File: src/rtl/cpu_uart_tx.sv
// cpu_uart_tx: byte FIFO fed by single-cycle CPU output strobes, drained by an
// 8N1 LSB-first UART transmitter. Flags FIFO full and dropped bytes.
module cpu_uart_tx #(
   parameter int CLKS_PER_BIT = 16,  // clk cycles per serial bit (>=2)
   parameter int FIFO_DEPTH   = 8,   // entries, power of two (>=2)
   parameter int FIFO_AW      = 3    // log2(FIFO_DEPTH)
) (
   input  logic       clk,
   input  logic       rst_n,
   input  logic [7:0] data_in,
   input  logic       data_in_new,
   output logic       tx,
   output logic       busy,
   output logic       fifo_full,
   output logic       overflow
);

   localparam int                BAUD_W     = (CLKS_PER_BIT > 1) ? $clog2(CLKS_PER_BIT) : 1;
   localparam logic [BAUD_W-1:0] BAUD_LAST  = BAUD_W'(CLKS_PER_BIT - 1);
   localparam logic [FIFO_AW:0]  COUNT_FULL = (FIFO_AW + 1)'(FIFO_DEPTH);

   typedef enum logic [1:0] {
      S_IDLE,
      S_START,
      S_DATA,
      S_STOP
   } state_t;

   logic [7:0]         r_mem [FIFO_DEPTH];
   logic [FIFO_AW-1:0] r_wr_ptr;
   logic [FIFO_AW-1:0] r_rd_ptr;
   logic [FIFO_AW:0]   r_count;
   logic               r_overflow;

   state_t             r_state;
   logic [7:0]         r_shift;
   logic [2:0]         r_bit_idx;
   logic [BAUD_W-1:0]  r_baud;
   logic               r_tx;

   logic w_full;
   logic w_empty;
   logic w_pop;
   logic w_push;
   logic w_drop;
   logic w_baud_last;

   assign w_full      = (r_count == COUNT_FULL);
   assign w_empty     = (r_count == '0);
   assign w_pop       = (r_state == S_IDLE) && !w_empty;
   // A pop on the same edge frees a slot, so a strobe is accepted even when full.
   assign w_push      = data_in_new && (!w_full || w_pop);
   assign w_drop      = data_in_new && w_full && !w_pop;
   assign w_baud_last = (r_baud == BAUD_LAST);

   // FIFO storage write port
   // NOTE: storage has no reset; pointers and count alone decide which entries are valid.
   always_ff @(posedge clk) begin
      if (w_push) begin
         r_mem[r_wr_ptr] <= data_in;
      end
   end

   // FIFO pointers, occupancy and the registered overflow pulse
   always_ff @(posedge clk or negedge rst_n) begin
      if (!rst_n) begin
         r_wr_ptr   <= '0;
         r_rd_ptr   <= '0;
         r_count    <= '0;
         r_overflow <= 1'b0;
      end else begin
         // Pointers are exactly log2(depth) bits wide, so they wrap naturally.
         if (w_push) r_wr_ptr <= r_wr_ptr + 1'b1;
         if (w_pop)  r_rd_ptr <= r_rd_ptr + 1'b1;
         case ({w_push, w_pop})
            2'b10:   r_count <= r_count + 1'b1;
            2'b01:   r_count <= r_count - 1'b1;
            default: ;
         endcase
         r_overflow <= w_drop;
      end
   end

   // Transmit FSM: start bit, eight data bits LSB first, stop bit; tx registered
   always_ff @(posedge clk or negedge rst_n) begin
      if (!rst_n) begin
         r_state   <= S_IDLE;
         r_shift   <= '0;
         r_bit_idx <= '0;
         r_baud    <= '0;
         r_tx      <= 1'b1;
      end else begin
         case (r_state)
            S_IDLE: begin
               r_tx   <= 1'b1;
               r_baud <= '0;
               if (w_pop) begin
                  r_shift <= r_mem[r_rd_ptr];
                  r_state <= S_START;
                  r_tx    <= 1'b0;
               end
            end
            S_START: begin
               if (w_baud_last) begin
                  r_baud    <= '0;
                  r_bit_idx <= '0;
                  r_state   <= S_DATA;
                  r_tx      <= r_shift[0];
               end else begin
                  r_baud <= r_baud + 1'b1;
               end
            end
            S_DATA: begin
               if (w_baud_last) begin
                  r_baud <= '0;
                  if (r_bit_idx == 3'd7) begin
                     r_state <= S_STOP;
                     r_tx    <= 1'b1;
                  end else begin
                     r_bit_idx <= r_bit_idx + 1'b1;
                     r_shift   <= {1'b0, r_shift[7:1]};
                     r_tx      <= r_shift[1];
                  end
               end else begin
                  r_baud <= r_baud + 1'b1;
               end
            end
            S_STOP: begin
               if (w_baud_last) begin
                  r_baud  <= '0;
                  r_state <= S_IDLE;
                  r_tx    <= 1'b1;
               end else begin
                  r_baud <= r_baud + 1'b1;
               end
            end
            default: begin
               r_state <= S_IDLE;
               r_baud  <= '0;
               r_tx    <= 1'b1;
            end
         endcase
      end
   end

   // NOTE: busy and fifo_full are decoded from registers only, so they carry no input-to-output path.
   assign tx        = r_tx;
   assign overflow  = r_overflow;
   assign fifo_full = w_full;
   assign busy      = (r_state != S_IDLE) || !w_empty;

endmodule

File: config.mk
export PLATFORM = sky130hd
export DESIGN_NAME = cpu_uart_tx
export DESIGN_NICKNAME = d
export VERILOG_FILES = /design/src/rtl/cpu_uart_tx.sv
export SDC_FILE = /design/constraint.sdc
export NUM_CORES = 1
export LEC_CHECK = 0
export ABC_AREA = 1
export CAP_MARGIN = 20
export CORE_MARGIN = 3
export CORE_UTILIZATION = 50
export DETAILED_ROUTE_END_ITERATION = 12
export PLACE_DENSITY = 0.71
export SYNTH_ARGS = -nofsm -noshare
export SYNTH_HDL_FRONTEND = slang
export SYNTH_SLANG_ARGS = --single-unit
File: constraint.sdc
create_clock -name clk -period 2.49 [get_ports clk]
set_clock_uncertainty 0.2 [all_clocks]
set_input_delay 0.498 -clock clk [delete_from_list [all_inputs] [get_ports clk]]
set_output_delay 0.498 -clock clk [all_outputs]
set_load 0.05 [all_outputs]
Yosys cells after proc, flatten, opt, wreduce, memory -nomap -nowiden
Memory sizes are Yosys's and may differ from the RTL's. Cells that the tools add are included.

Eq/ne operators: 14. Muxes and demuxes: 25. Reduce and logical (&&, ||, !) cells: 20. $add $sub $neg: 6.

Operator list (number): $mux 8 (3); $pmux 4 s2 (2); $pmux 8 s2 (1); $ne 2x2->1 const B (6); $mux 2 (5); $add 3x1->3 const B (3); $mux 3 (3); $add 4x1->4 const B (2); $eq 4x4->1 const B (2); $pmux 2 s4 (1); $reduce_and 4->1 (2); $reduce_bool 2->1 (4); $mux 1 (7); $eq 2x2->1 const B (3); $pmux 3 s2 (1); $reduce_and 5->1 (1); $eq 2x1->1 const B (2); $logic_and 1x1->1 (4); $logic_not 4->1 (1); $mux 4 (1); $pmux 1 s4 (1); $sub 4x1->4 const B (1); $eq 3x3->1 const B (1); $logic_not 1->1 (3); 4 further kinds (5).

Memories kept: 1. Bits in registers: 29. RAM bits: 64. Output and inout bits: 4. Logic and storage cells: 75. Input port bits: 11.

Memories: r_mem (words 8, width 8, rd ports 1, clocked after memory_dff 0, write ports 1, RTL line 29) `logic [7:0] r_mem [FIFO_DEPTH];`.

Longest topological paths before layout
Depth after elaboration: 7. Gate-level depth with buffers: 13. Gate-level depth less buffers: 12.

Least setup slack after synthesis
No wires, ideal clock.

Path kind: register -> register. Start point: reg r_count[0]. End point: mem r_mem[3][0], enable pin. Library setup time: 0.273 ns. Data required time: 2.017 ns. Arrival time: 2.049 ns. Path buffers: 0. Clock period less this slack: 2.521 ns. Path slack: -0.031 ns. Cell stages (with the launch flop): 7. Cells stage by stage: dfrtp_1 nor4_2 nand2_2 nand2_2 inv_2 nand2_1 nor2_1.

Elaborated cells on any way between the ends: 9. Classes of those cells: 1 x eq/ne; 2 x mux; 6 x reduce/logical.

RTL lines: start: declaration (RTL line 32) `logic [FIFO_AW:0] r_count;`; start signal: assignment (RTL line 76) `2'b10: r_count <= r_count + 1'b1;`; start signal: assignment (RTL line 77) `2'b01: r_count <= r_count - 1'b1;`; $eq 4x4->1 (RTL line 48) `assign w_full = (r_count == COUNT_FULL);`; via fifo_full (RTL line 14) `output logic fifo_full,`; $logic_not 1->1 (RTL line 52) `assign w_push = data_in_new && (!w_full || w_pop);`; $logic_or 1x1->1 (RTL line 52); $logic_and 1x1->1 (RTL line 52); $mux 1 (RTL line 59) `if (w_push) begin`; $mux 1 (not written as such) (RTL line 60) `r_mem[r_wr_ptr] <= data_in;`; end: declaration (RTL line 29).

The timed path passes the listed nets, and every way through them passes these cells.

Worst setup path in the final report
Start point: reg r_tx, in the netlist tx. End point: out tx.

RTL lines: start: declaration (RTL line 39) `logic r_tx;`; start signal: assignment (RTL line 108) `r_tx <= r_shift[0];`; start signal: assignment (RTL line 122) `r_tx <= r_shift[1];`; end: declaration (RTL line 12) `output logic tx,`.

No word-level cell between the ends.

==> impl_results.md <==
* Antenna violations before repair at 0
* Fmax at between 400 and 500 MHz
* CTS Buffer Depth at 2
* Routed length per instance at approximately 16 µm
* Async S/R FF share, synth at 31.2%
* CTS Buf Count at 9
* # fillers at 655
* Worst Path Max Fanout at 2
* GPL Wtd Cong at approximately 0.85
* Yosys reg bits at 93
* Overflow after GRT at 0
* Seq/Total Area, Yosys at between 60% and 70%
* Vias at roughly 2,700
* DR DRC count at 0
* EDFF count, synth at 64
* Buf/Inv on CP at 1
* Placed inst area at ~4400 µm²
* Core Area at 7810 µm²
* Relative slew margins at between 60% and 70%
* CTS resizes at 0
* Post-synth top area cell: edfxtp_1
* Synth Net Count at roughly 390
* Final Critical Period at between 2000 and 2500 ps
* Clk_lat worst skew at between 300 and 400 ps
* Die Y at between 90 and 100 µm
* Buffers on Ports at 14
* I/O Pins at 15
* GRT Util Overall at 18.6%
* Setup bufs post-CTS at 0
* H-tree depth at 3
* Crit path cell chain: clkdlybuf4s50_1
* Max-slew violations at 0
* Final Net Count at between 400 and 500
* Setup TNS at 0 ps
* Vias per cell at between 5 and 6
* Slowest cell delay on critical path at 790 ps
* Syn_area_per_cell at 11.2 µm²
* DR iter-0 viols at about 210
* Root buffer cell: clkbuf_8
* Worst hold start: r_baud[0]
* Setup violations, final at 0
* Initial Utilization at between 50 and 60%
* PD cells at ~770 nW/µm²
* Largest net degree at the start of global routing at 33
* Post-route cell area at ~4600 µm²
* Fin. Hold Viols at 0
* Post-synth cell types at 34
* Static leakage at 0.00177 µW
* Crit-path leading delay family: buffers and inverters
* Worst Setup End Kind: primary output
* Post-placement cell count at about 480
* WL final at 8.01 mm
* Largest cells by area after synthesis: edfxtp_1 47%, dfrtp_1 17%, nand2_1 4.9%
* Critical Path RT at 1790 ps
* HP Class: reg2reg
* Mapped Cells at roughly 360
* Worst vdd ir at roughly 0.00052 V
* Startpoint Class: flop
* Commonest non-fill, non-tap cell in the layout: edfxtp_1
* Final Non-Filler Cells at about 500
* Synth-to-layout area growth at 12.7%
* Clock Sinks at 93
* Layout cells sized above 1 at around 14%
* Post-synth top area share at 47.2%
* Unrepaired setup endpoints after global routing: no
* Run status: completed
* RR Startpoint: r_state[1]
* Synth warn at 0
* Vias in the first global route at 2,505
* Top_reg_cell synth: edfxtp_1
* First-pass DRT Iterations at 4
* Routed Antenna Nets at 0
* Crit path launch: tx
* Chip width at 96.3 µm
* Data arrival time of the critical path at ~1700 ps
* Site Rows at 32
* Maxcap violations at 0
* Worst-path clk slew at around 100 ps
* WS Path Type: reg2out
* Post-DP HPWL at 5.66 mm
* Cell Area, Synth at about 4000 µm²
* Crit path max-delay cell type: clkdlybuf4s50_1
* Slew at the pin with the worst max-slew slack at 492 ps
* Final worst path period share at 95.9%
* Cts hold-fix bufs at 0
* Post-layout util at around three fifths
* Most frequent cells in the layout: 64 x edfxtp_1, 53 x nand2_1, 47 x nor2_1, 33 x o21ai_0, 28 x dfrtp_1
* CTS tree: yes
* Die ar. at 9270 µm²
* Antenna cells at 0
* Global-route wire length before repair at between 10 and 15 mm
## final timing paths
path	to	slack [ps]	cells past startpoint
max	tx	100	1
min	r_baud[0]	260	1
max reg2reg	r_mem[0][1]	390	8
min reg2reg	r_baud[0]	260	1
max in group asynchronous	tx	1450	2
min in group asynchronous	r_shift[5]	320	2
## sequential cells by signal, indices dropped and copies added, names as in the netlist
register	flops
r_bit_idx	3
r_wr_ptr	3
r_count	4
overflow	1
r_mem	64
r_rd_ptr	3
r_baud	4
r_state	2
r_shift	8
tx	1
## routing by layer
metal	global-route usage, %	up-vias	routed length (µm)
met5	0	-	0
met4	4.86	0	29
met3	4.38	4	475
met2	31.5	66	4110
met1	24.0	1295	3390
li1	-	1327	-
## cell type report
| class | instances | area [µm²] | share of cell area, % |
|---|---|---|---|
| multi-input combinational | 233 | 1270 | 27.6 |
| clock buffer | 9 | 124 | 2.70 |
| inverter | 27 | 104 | 2.26 |
| timing repair buffer | 27 | 245 | 5.34 |
| clock inverter | 7 | 73.8 | 1.61 |
| sequential | 93 | 2650 | 57.7 |
| tap | 102 | 128 | 2.78 |
## power breakdown
part | switching (µW) | internal [µW] | total (µW)
combinational | 375 | 209 | 583
clock | 577 | 400 | 977
sequential | 114 | 1870 | 1980
total | 1070 | 2480 | 3540
## synthesized netlist by cell type (all sizes together) (3+ instances only)
cell	instances
nor2	49
inv	26
o211ai	5
nand4	3
edfxtp	64
nand3	21
o22ai	14
or2	3
nand2	60
a21oi	11
buf	10
o21ai	47
ha	10
dfrtp	28
xor2	5
## per-stage QoR
step / power, µW / worst slack, ps / hold WS, ps
after floorplan: 2390 / 228 / 2.41
after detailed placement: 2600 / 204 / 254
final: 3540 / 102 / 263
after global placement: 2580 / 210 / 246
after CTS: 3580 / 77.2 / 268
after global routing: 3730 / 34.7 / 302
## cell families (layout without fill, tap and decap cells)
logic type | after synthesis | count (layout) | share of synthesized area, %
xor+xnor | 6 | 6 | 1.47
buf+inv | 38 | 70 | 4.05
compound gates | 80 | 80 | 10.8
flops | 93 | 93 | 65.0
fa+ha+maj | 10 | 10 | 3.07
simple gates | 137 | 137 | 15.6
Note: power is estimated with default switching activity, not from simulation.
